### src/rtl/seg7_pkg.sv
// Shared constants and payload types for the multiplexed 7-segment display stage.
package seg7_pkg;

  localparam int unsigned DATA_W = 32;
  localparam int unsigned DIGITS = 8;

  localparam logic [6:0] SEG_OFF = 7'h7F;
  localparam logic [7:0] AN_OFF  = 8'hFF;

  // Active-low {g,f,e,d,c,b,a} patterns, entry 15 first; 'b' and 'd' are lowercase.
  localparam logic [15:0][6:0] SEG_HEX = {
    7'h0E, 7'h06, 7'h21, 7'h46, 7'h03, 7'h08, 7'h10, 7'h00,
    7'h78, 7'h02, 7'h12, 7'h19, 7'h30, 7'h24, 7'h79, 7'h40
  };

  typedef struct packed {
    logic [DATA_W-1:0] value;
    logic              zf;
    logic              ovf;
  } shadow_t;

endpackage

### src/rtl/hex7seg.sv
// Combinational nibble to active-low a-g segment pattern.
module hex7seg
  import seg7_pkg::*;
(
  input  logic [3:0] nib,
  output logic [6:0] seg_c
);

  assign seg_c = SEG_HEX[nib];

endmodule

### src/rtl/seg7_scan.sv
// Captures ALU result and flags on a load edge and scans them as eight hex digits
// on a common-anode display with a blank gap, leading-zero suppression and flag dps.
module seg7_scan
  import seg7_pkg::*;
#(
  parameter int unsigned DIV   = 100000,
  parameter int unsigned BLANK = 1000
) (
  input  logic              clk,
  input  logic              rst,
  input  logic [DATA_W-1:0] data_in,
  input  logic              zf_in,
  input  logic              of_in,
  input  logic              load,
  input  logic              lz_blank,
  output logic [7:0]        seg,
  output logic [7:0]        an,
  output logic              busy
);

  localparam int unsigned CNT_W = (DIV > 1) ? $clog2(DIV) : 1;

  logic             load_q;
  logic             cap_c;
  shadow_t          shadow_q;
  shadow_t          eff_c;
  logic [CNT_W-1:0] div_cnt;
  logic [2:0]       digit;
  logic             wrap_c;
  logic [3:0]       nib_c;
  logic [6:0]       hex_c;
  logic [DIGITS-1:0] blank_c;
  logic             zero_run;
  logic             dp_n_c;
  logic [7:0]       seg_word_c;

  hex7seg u_hex (
    .nib   (nib_c),
    .seg_c (hex_c)
  );

  // A capture coinciding with slot start must already be visible in that slot.
  always_comb begin
    cap_c  = load & ~load_q;
    wrap_c = (div_cnt == CNT_W'(DIV - 1));
    eff_c  = cap_c ? shadow_t'{value: data_in, zf: zf_in, ovf: of_in} : shadow_q;
    nib_c  = 4'(eff_c.value >> {digit, 2'b00});

    blank_c  = '0;
    zero_run = lz_blank;
    for (int i = DIGITS - 1; i >= 1; i--) begin
      zero_run   = zero_run & (eff_c.value[4*i +: 4] == 4'h0);
      blank_c[i] = zero_run;
    end

    case (digit)
      3'd0:    dp_n_c = ~eff_c.ovf;
      3'd1:    dp_n_c = ~eff_c.zf;
      default: dp_n_c = 1'b1;
    endcase

    seg_word_c = {dp_n_c, blank_c[digit] ? SEG_OFF : hex_c};
  end

  // Edge detect and shadow; load_q resets high so a held load does not capture.
  always_ff @(posedge clk or negedge rst) begin
    if (!rst) begin
      load_q   <= 1'b1;
      busy     <= 1'b0;
      shadow_q <= '0;
    end else begin
      load_q <= load;
      busy   <= cap_c;
      if (cap_c) shadow_q <= shadow_t'{value: data_in, zf: zf_in, ovf: of_in};
    end
  end

  // Slot timing; segment word latched once per slot so updates never tear.
  always_ff @(posedge clk or negedge rst) begin
    if (!rst) begin
      div_cnt <= '0;
      digit   <= '0;
      seg     <= {1'b1, SEG_OFF};
      an      <= AN_OFF;
    end else begin
      div_cnt <= wrap_c ? '0 : div_cnt + CNT_W'(1);
      if (wrap_c) digit <= digit + 3'd1;
      if (div_cnt == '0) seg <= seg_word_c;
      an <= (div_cnt < CNT_W'(BLANK)) ? AN_OFF : ~(8'h01 << digit);
    end
  end

endmodule

### config.mk
export PLATFORM = sky130hd
export DESIGN_NAME = seg7_scan
export DESIGN_NICKNAME = d
export VERILOG_FILES = /design/src/rtl/seg7_pkg.sv /design/src/rtl/hex7seg.sv /design/src/rtl/seg7_scan.sv
export SDC_FILE = /design/constraint.sdc
export NUM_CORES = 1
export LEC_CHECK = 0
export CORE_MARGIN = 2
export CORE_UTILIZATION = 38
export CTS_BUF_LIST = sky130_fd_sc_hd__clkbuf_8
export CTS_CLUSTER_DIAMETER = 40
export DETAILED_ROUTE_END_ITERATION = 7
export MAX_ROUTING_LAYER = met4
export PLACE_DENSITY_LB_ADDON = 0.2
export REMOVE_ABC_BUFFERS = 1
export SYNTH_ARGS = -nofsm -noshare
export SYNTH_HDL_FRONTEND = slang
export SYNTH_HIERARCHICAL = 1
export SYNTH_SLANG_ARGS = --single-unit
### constraint.sdc
create_clock -name clk -period 3.1 [get_ports clk]
set_clock_uncertainty 0.1 [all_clocks]
set_input_delay 0.62 -clock clk [delete_from_list [all_inputs] [get_ports clk]]
set_output_delay 0.62 -clock clk [all_outputs]
set_load 0.02 [all_outputs]
# After elaboration in Yosys (flattened, before gate mapping)
# Memory sizes are Yosys's and may differ from the RTL's.
# Index checks and enable logic that the tools add are counted.
classes:
  n_shift: 2
  n_mux: 8
  n_lt_le_gt_ge: 3
  bitwise_logic: 12
  eq_ne: 2
  reduce_logical: 9
  n_addsub: 2
ops:
  columns: ["op", "count"]
  rows:
  - ["$mux 34", 1]
  - ["$shr 32x5->4", 1]
  - ["$logic_not 4->1", 7]
  - ["$add 17x1->17 const B", 1]
  - ["$eq 17x17->1 const B", 1]
  - ["$logic_not 17->1", 1]
  - ["$lt 17x10->1 const B", 1]
  - ["$mux 17", 1]
  - ["$mux 7", 2]
  - ["$and 1x1->1", 8]
  - ["$mux 8", 1]
  - ["$not 8->8", 1]
  - ["$shl 1x3->8 const A", 1]
  - ["$lt 4x5->1 const B", 1]
  - ["$lt 3x4->1 const B", 1]
  - ["$add 3x1->3 const B", 1]
  - ["$bmux 1 s3", 1]
  - ["$eq 3x1->1 const B", 1]
  - ["$logic_not 3->1", 1]
  - ["$not 1->1", 3]
  - ["$pmux 1 s2", 1]
  - ["$mux 1", 1]
totals:
  regBits: 72
  rom_bits: 112
  inputBits: 38
  output_inout_bits: 17
  memories: 1
  word_cells: 48
mem_list:
  columns: ["name", "depth", "word_bits", "rd", "rd_ports_with_merged_regs", "write_ports", "line_no", "source"]
  rows:
  - ["(name not given)", 16, 7, 1, 0, 0, "hex7seg.sv:9", "assign seg_c = SEG_HEX[nib];"]

# Longest topological paths before layout
# Gate-level depths: netlist of the first run.
depth:
  word_depth: 14
  mapped_depth: 15
  ltp_nobuf: 13

# Hierarchy
# Netlist of the first run, hierarchy kept.
modules_own_cells:
  columns: ["module", "cells_per_inst", "area_per_inst_um2", "instances", "seq_area_each_um2"]
  rows:
  - ["seg7_scan", 321, 3485.8, 1, 1823.0]
  - ["hex7seg", 32, 275.3, 1, 0.0]

# Least setup slack after synthesis of the first run
# Ideal clock, no wire load.
synth_timing:
  path_kind: "input -> register"
  start: "input port load"
  end: "register seg[0]"
  arrival_ns: 3.183
  path_buffers: 2
  required_ns: 2.927
  path_stages: 14
  setup_time_ns: 0.073
  setup_slack_ns: -0.256
  path_cell_list: "nand2b_1 buf_2 clkbuf_1 mux2_2 nand2_1 nand2_1 mux4_2 inv_1 ha_1 and2b_2 or3b_1 o21ai_0 mux2i_1 o21ai_1"
synth_lines:
  columns: ["item", "line_no", "source"]
  rows:
  - ["from (decl)", "seg7_scan.sv:14", "input logic load,"]
  - ["to (signal assigned)", "seg7_scan.sv:83", "seg <= {1'b1, SEG_OFF};"]
  - ["to (signal assigned)", "seg7_scan.sv:88", "if (div_cnt == '0) seg <= seg_word_c;"]
  - ["to (decl)", "seg7_scan.sv:16", "output logic [7:0] seg,"]

==> reports/qor.yml, run 1 <==
final_layout:
  final_net_count: 493
  syn2layout_area_growth_pct: 33.5
  multi_input_area_um2: 1900
  antennaDiodeCount: 0
  final_area_um2: 5020
  drive_gt1_share_pct: 27.6
  regArea_um2: 1820
  fin_cells: 578
  fin_util_pct: 51.9
  final.fill_count: 876
synth:
  synth_top_area_cell: "dfrtp_1"
  synth.avg_cell_area_um2: 10.7
  synth_area_leaders: "dfrtp_1 (37%), dfstp_2 (12%), mux2_2 (7.8%), nand2_1 (6.2%), ha_1 (5.0%)"
  ys_warn_count: 6
  synth_compound_area_share_pct: 4.86
  synth_xor_area_share_pct: 3.49
  ys_ff_latch: 72
  synth_top_area_share_pct: 36.6
  syn_inst: 353
  synth_fa_ha_area_share_pct: 4.99
  synth_top_family_by_area: "simple AND/OR/NAND/NOR gates"
  ys_seq_area_share_pct: 48.5
  syn_area_um2: 3760
  yosys-mux-area-fraction_pct: 15.6
  synth_cell_type_count: 50
  synthSimpleGateAreaFrac_pct: 19.3
clock_network:
  cts_buffer_depth: 2
  numCtsBuffers: 9
  hold_buffers: 0
  root_buffer: "clkbuf_8"
  worst_skew_pair.late_latency_ns: 0.35
  cts_tree: "yes"
  clock_sinks: 72
  clk_pin_slew_ns: 0.08
  htree_levels: 3
global_routing:
  grt_first_pass_wirelength_um: 14200
  grt-ovfl-total: 0
  track_usage_pct: 17.9
  antenna_found_initial: 0
  grt_max_degree: 38
  grt_pass1_vias: 2835
timing:
  slew_violations: 0
  min_period_ns: 3.03
  final_hold_viol_count: 0
  period_share_pct: 97.6
  setup-violations-final: 0
  fmax_ghz: 0.330
  rsz0062_at_grt: "true"
  tightest_slew_ns: 0.873
  relSlewSlack_pct: 41.8
critical_path:
  worst_setup_path_start_kind: "flop"
  crit_required_ns: 3.26
  cp_max_fo: 7
  crit_top_cell: "mux4_2"
  path_cells: "nand2b_4 > buf_4 > mux2_2 > nor2_2 > nor2_1 > mux4_2 > inv_2 > ha_4 > inv_1 > mux4_2 > mux2i_1 > o21ai_1"
  reg2reg_from: "load_q"
  crit_path_end_kind: "flop"
  arrival_ns: 3.18
  worst_path_max_delay_cell: "mux4_2"
  worstSetupPathType: "flop to flop"
  crit_start: "load_q"
  max_stage_delay_ns: 0.54
drt:
  via_per_inst: 4.97
  remaining_drc_errors: 0
  initialDrtViolationCount: 103
  wl_um: 8720
  routedWlPerCell_um: 15.1
  route.vias.total: 2872
  drtPass1Iterations: 4
  ant_nets: 0
run_status:
  status: "finished, final reports clean"
power:
  p_sw_mw: 0.620
  power.share.sequential_pct: 45.0
  p_int_mw: 1.75
  power_mw: 2.37
  p_leak_nw: 2.30
  switching_share_pct: 26.2
  pwr_density_cell_nw_per_um2: 471
  power_frac_clock_pct: 34.5
  ir_drop_uv: 215
  pwr-share-comb_pct: 20.4
floorplan:
  fp-row-count: 36
  fp.dieArea_um2: 10700
  core_um2: 9680
  die_h_um: 103
  die_x_um: 103
  ios: 55
  initial_core_util_pct: 38.8
placed_design:
  placed_cells_incl_taps: 554
  place_area_um2: 4620
  port_buffers: 54
  hpwl_um: 6420
  place_congestion: 0.875
min_path:
  hold_class: "input pin to asynchronous set/reset pin"
job:
  maxCapViolCount: 0
## registers in the layout, summed over array words and instances, names as in the netlist
signal and flops:
an 8, busy 1, digit 3, div_cnt 17
load_q 1, seg 8, shadow_q 34
## power by group through the flow
| stage | clock [mW] | sequential [mW] | combinational (mW) |
|---|---|---|---|
| after floorplan | 0 | 1.09 | 0.211 |
| after global placement | 0 | 1.08 | 0.425 |
| after detailed placement | 0 | 1.08 | 0.431 |
| after CTS | 0.840 | 1.06 | 0.435 |
| after global routing | 0.877 | 1.07 | 0.531 |
| final | 0.817 | 1.07 | 0.483 |
## worst max-delay path: cells and delay by family, from the launching register on
kind | cells | cell delay (ns)
adder cells (fa/ha/maj) | 1 | 0.14
AO/OA/AOI/OAI | 1 | 0.08
flip-flops | 1 | 0.52
buffers and inverters | 3 | 0.31
multiplexers | 4 | 1.46
AND/OR/NAND/NOR | 3 | 0.33
## metal layers
metal  track usage (%)  wire (µm)  share of wire (%)  up-vias
li1                  -          -                  -     1396
met1              24.5       4280                 49     1400
met2              26.6       3980                 46       63
met3              3.23        323                3.7       13
met4              6.38        138                1.6        0
met5                 -          0                  0        -
## synthesized netlist by cell type (all sizes together)
| cell | n |
|---|---|
| a2111oi | 1 |
| a21oi | 2 |
| a22o | 3 |
| a22oi | 1 |
| a311oi | 1 |
| a32o | 2 |
| a41oi | 1 |
| and2 | 2 |
| and2b | 1 |
| and3 | 5 |
| and4 | 3 |
| buf | 9 |
| clkbuf | 5 |
| dfrtp | 55 |
| dfstp | 17 |
| ha | 15 |
| inv | 13 |
| mux2 | 31 |
| mux2i | 12 |
| mux4 | 5 |
| nand2 | 62 |
| nand2b | 1 |
| nand3 | 15 |
| nand4 | 4 |
| nor2 | 31 |
| nor2b | 4 |
| nor3 | 4 |
| nor4 | 11 |
| nor4b | 2 |
| o211ai | 1 |
| o21ai | 11 |
| o22ai | 2 |
| o41ai | 2 |
| or2 | 2 |
| or3b | 1 |
| or4 | 1 |
| xnor2 | 8 |
| xor2 | 7 |
## layout by cell type, fill, tap and decap left out, drive strengths merged, types with 12 or more instances in the layout
cell type / instances
mux2i: 12
dfrtp: 55
nor2: 31
dfstp: 17
nand2: 62
clkdlybuf4s50: 52
nand3: 15
mux2: 31
buf: 36
ha: 15
inv: 14
## worst paths after layout
| path | slack [ns] | end | depth (start not counted) |
|---|---|---|---|
| setup / recovery | 0.07 | seg[3] | 12 |
| setup reg to reg | 0.07 | seg[3] | 12 |
| hold reg to reg | 0.36 | seg[7] | 2 |
| min in group clk | 0.36 | seg[7] | 2 |
| hold / removal | 0.29 | shadow_q[26] | 1 |
| max in group asynchronous | 1.85 | seg[6] | 2 |
## area by class of cell
| cell class | count | share of cell area, % |
|---|---|---|
| timing repair buffer | 90 | 17.3 |
| clock buffer | 9 | 2.47 |
| multi-input combinational | 254 | 37.7 |
| tap | 133 | 3.31 |
| sequential | 72 | 36.3 |
| clock inverter | 7 | 1.89 |
| inverter | 13 | 0.972 |
## logic make-up (layout without fill, tap and decap cells)
group | Yosys count | in the layout
muxes | 48 | 48
adders and majority gates | 15 | 15
and+or+nand+nor | 149 | 149
DFF | 72 | 72
AOI/OAI and AO/OA | 27 | 27
xor gates and xnor gates | 15 | 15
buffers and inverters | 27 | 119
## metrics by stage
| stage | setup TNS [ns] | hold WS, ns | worst slack [ns] |
|---|---|---|---|
| final | 0 | 0.286 | 0.0733 |
| after global routing | -0.143 | 0.345 | -0.0614 |
| after CTS | 0 | 0.315 | 0.00916 |
| after detailed placement | -3.68 | 0.351 | -0.600 |
| after global placement | -3.52 | 0.358 | -0.565 |
| after floorplan | -4.94 | 0.224 | -0.943 |
## timing repair
action / 4_1_cts / 5_1_grt
gates resized for setup: 4 / 30
gates cloned: 0 / 1
pin swaps: 0 / 4
setup endpoints to repair: 7 / 6
setup buffers: 1 / 6
(Power assumes the default switching activity.)
==> run 2, diff against run 1 <==
--- a/config.mk
+++ b/config.mk
@@ -11,7 +11,7 @@
 export CTS_CLUSTER_DIAMETER = 40
 export DETAILED_ROUTE_END_ITERATION = 7
 export MAX_ROUTING_LAYER = met4
-export PLACE_DENSITY_LB_ADDON = 0.2
+export PLACE_DENSITY_LB_ADDON = 0.15
 export REMOVE_ABC_BUFFERS = 1
 export SYNTH_ARGS = -nofsm -noshare
 export SYNTH_HDL_FRONTEND = slang
==> run 2 against run 1 <==
  * Sequential share of layout area rose by 0.19 points
  * Utilization fell by 0.27 points
  * Global-route usage fell by 0.12 points
  * Worst hold slack got worse by 0.077 ns
  * Critical path type unchanged
  * Critical endpoint unchanged
  * Clock-buffer cell count did not move
  * Non-clock buffer count fell by 3
==> reports/qor.yml, run 2 (same netlist as run 1, synthesis figures left out) <==
timing:
  tightest_slew_ns: 0.710  # -0.164 ns
  tns_ns: 0  # unchanged
  slew_violations: 0  # unchanged
  relSlewSlack_pct: 52.7  # +11 points
  min_period_ns: 3.03  # +0.00127 ns
  fmax_ghz: 0.330  # about the same
  holdWs_ns: 0.209  # -0.0767 ns
  period_share_pct: 97.7  # about the same
  rsz0062_at_grt: "true"
  final_hold_viol_count: 0  # unchanged
  setup-violations-final: 0  # unchanged
clock_network:
  hold_buffers: 0  # unchanged
  cts_buffer_depth: 2  # unchanged
  clk_pin_slew_ns: 0.09  # about the same
  clock_sinks: 72  # unchanged
  htree_levels: 3  # unchanged
  cts_tree: "yes"
  worst_skew_pair.late_latency_ns: 0.36  # about the same
  root_buffer: "clkbuf_8"
  numCtsBuffers: 9  # unchanged
placed_design:
  place_congestion: 0.813  # -7.1%
  port_buffers: 54  # unchanged
  hpwl_um: 6550  # +2.0%
floorplan:
  ios: 55  # unchanged
  fp-row-count: 36  # unchanged
  die_x_um: 103  # unchanged
  die_h_um: 103  # unchanged
  fp.dieArea_um2: 10700  # unchanged
  initial_core_util_pct: 38.8  # unchanged
  core_um2: 9680  # unchanged
power:
  ir_drop_uv: 210  # -2.3%
  pwr_density_cell_nw_per_um2: 463  # -1.8%
  p_leak_nw: 2.27  # -1.2%
  power_mw: 2.31  # -2.3%
final_layout:
  final_common_cell: "nand2_1"
  drive_gt1_share_pct: 27.8  # +0.19 points
  syn2layout_area_growth_pct: 32.8
  final_net_count: 490  # -0.61%
  antennaDiodeCount: 0  # unchanged
  top_register: "shadow_q"
  largest_reg_flops: 34  # unchanged
  final_cell_mix: "nand2_1 (56), dfrtp_1 (55), clkdlybuf4s50_1 (52), nor2_1 (30), buf_4 (23)"
  largestRegisters: "shadow_q (34), div_cnt (17)"
global_routing:
  antenna_found_initial: 0  # unchanged
  track_usage_pct: 17.7  # -0.12 points
  grt_pass1_vias: 2831  # -0.14%
  grt-ovfl-total: 0  # unchanged
  grt_first_pass_wirelength_um: 13900  # -2.7%
  grt_max_degree: 44  # +16%
critical_path:
  max_stage_delay_ns: 0.54  # about the same
  worstSetupPathType: "flop to flop"
  crit_path_end_kind: "flop"
  path_cells: "nand2b_4 > buf_6 > mux2_4 > nor2_1 > nor2_1 > mux4_2 > inv_2 > ha_4 > inv_2 > mux4_2 > mux2i_1 > o21ai_1"
  cp_max_fo: 8  # +1
  worst_setup_path_start_kind: "flop"
  arrival_ns: 3.21  # +0.03 ns
  worst_path_max_delay_cell: "mux4_2"
  crit_required_ns: 3.28  # +0.02 ns
drt:
  initialDrtViolationCount: 67  # -35%
  drtPass1Iterations: 4  # unchanged
  route.vias.total: 2874  # +0.070%
  remaining_drc_errors: 0  # unchanged
  routedWlPerCell_um: 15.4  # +2.1%
  via_per_inst: 5.00  # +0.59%
  ant_nets: 0  # unchanged
  wl_um: 8850  # +1.5%
job:
  maxCapViolCount: 0  # unchanged
run_status:
  status: "finished, final reports clean"
min_path:
  hold_class: "input pin to asynchronous set/reset pin"
[run 2: changes by cell type in the layout (fill, tap and decap cells not counted), moves of 2 or more]
cell | before | now
clkinv_2 | 2 | 0
buf_4 | 28 | 23
buf_6 | 4 | 7
nand2_2 | 2 | 6
nand2_1 | 60 | 56
[run 2: final cells by class]
cell class,instances,area [µm²]
fill,901,4690
multi-input combinational,254,1910
sequential,72,1820
timing repair buffer,87,846
tap,133,166
clock buffer,9,124
clock inverter,7,80.1
inverter,13,51.3
[run 2: worst paths after layout]
check                       start  slack [ns]      endpoint  depth (start not counted)
setup / recovery           load_q        0.07        seg[3]                         12
hold / removal                rst        0.21  shadow_q[11]                          1
setup reg to reg           load_q        0.07        seg[3]                         12
hold reg to reg            seg[7]        0.37        seg[7]                          2
max in group asynchronous     rst        1.97        seg[6]                          2
min in group clk           seg[7]        0.37        seg[7]                          2
[run 2: per-layer routing]
layer	part of all wire, %	wire, µm	up-vias	track usage, %
met2	48	4220	54	27.6
met3	3.7	328	9	3.76
met1	48	4210	1415	23.2
met4	1.1	94	0	5.77
met5	0	0	-	-
li1	-	-	1396	-
[run 2: worst max-delay path, delay by kind of cell (launching register included)]
| family | cells | cell delay, ns |
|---|---|---|
| multiplexers | 4 | 1.41 |
| flip-flops | 1 | 0.52 |
| AND/OR/NAND/NOR | 3 | 0.36 |
| buffers and inverters | 3 | 0.33 |
| adder cells (fa/ha/maj) | 1 | 0.14 |
| AO/OA/AOI/OAI | 1 | 0.08 |
[run 2: metrics by stage]
step                util [%]  std cells  worst slack (ns)  instance area [µm²]
floorplan                  -        339            -0.943                 3680
global route            51.6        575           -0.0821                 5000
global placement        47.6        554            -0.530                 4610
detailed placement      47.6        554            -0.596                 4610
finish                  51.6        575            0.0720                 5000
CTS                     49.8        570           0.00562                 4820
[run 2: what timing repair did]
item                                   in CTS  in global routing
setup buffers                               0                  4
pin swaps                                   0                  4
endpoints found under the hold margin       0                  0
setup endpoints to repair                   7                  4
resized for setup                           4                 38
gates cloned                                0                  1
[run 2: report_power, final]
group	total (mW)	switching (mW)	internal [mW]
sequential	1.06	0.0388	1.03
clock	0.771	0.392	0.379
combinational	0.475	0.217	0.258
total	2.31	0.647	1.66
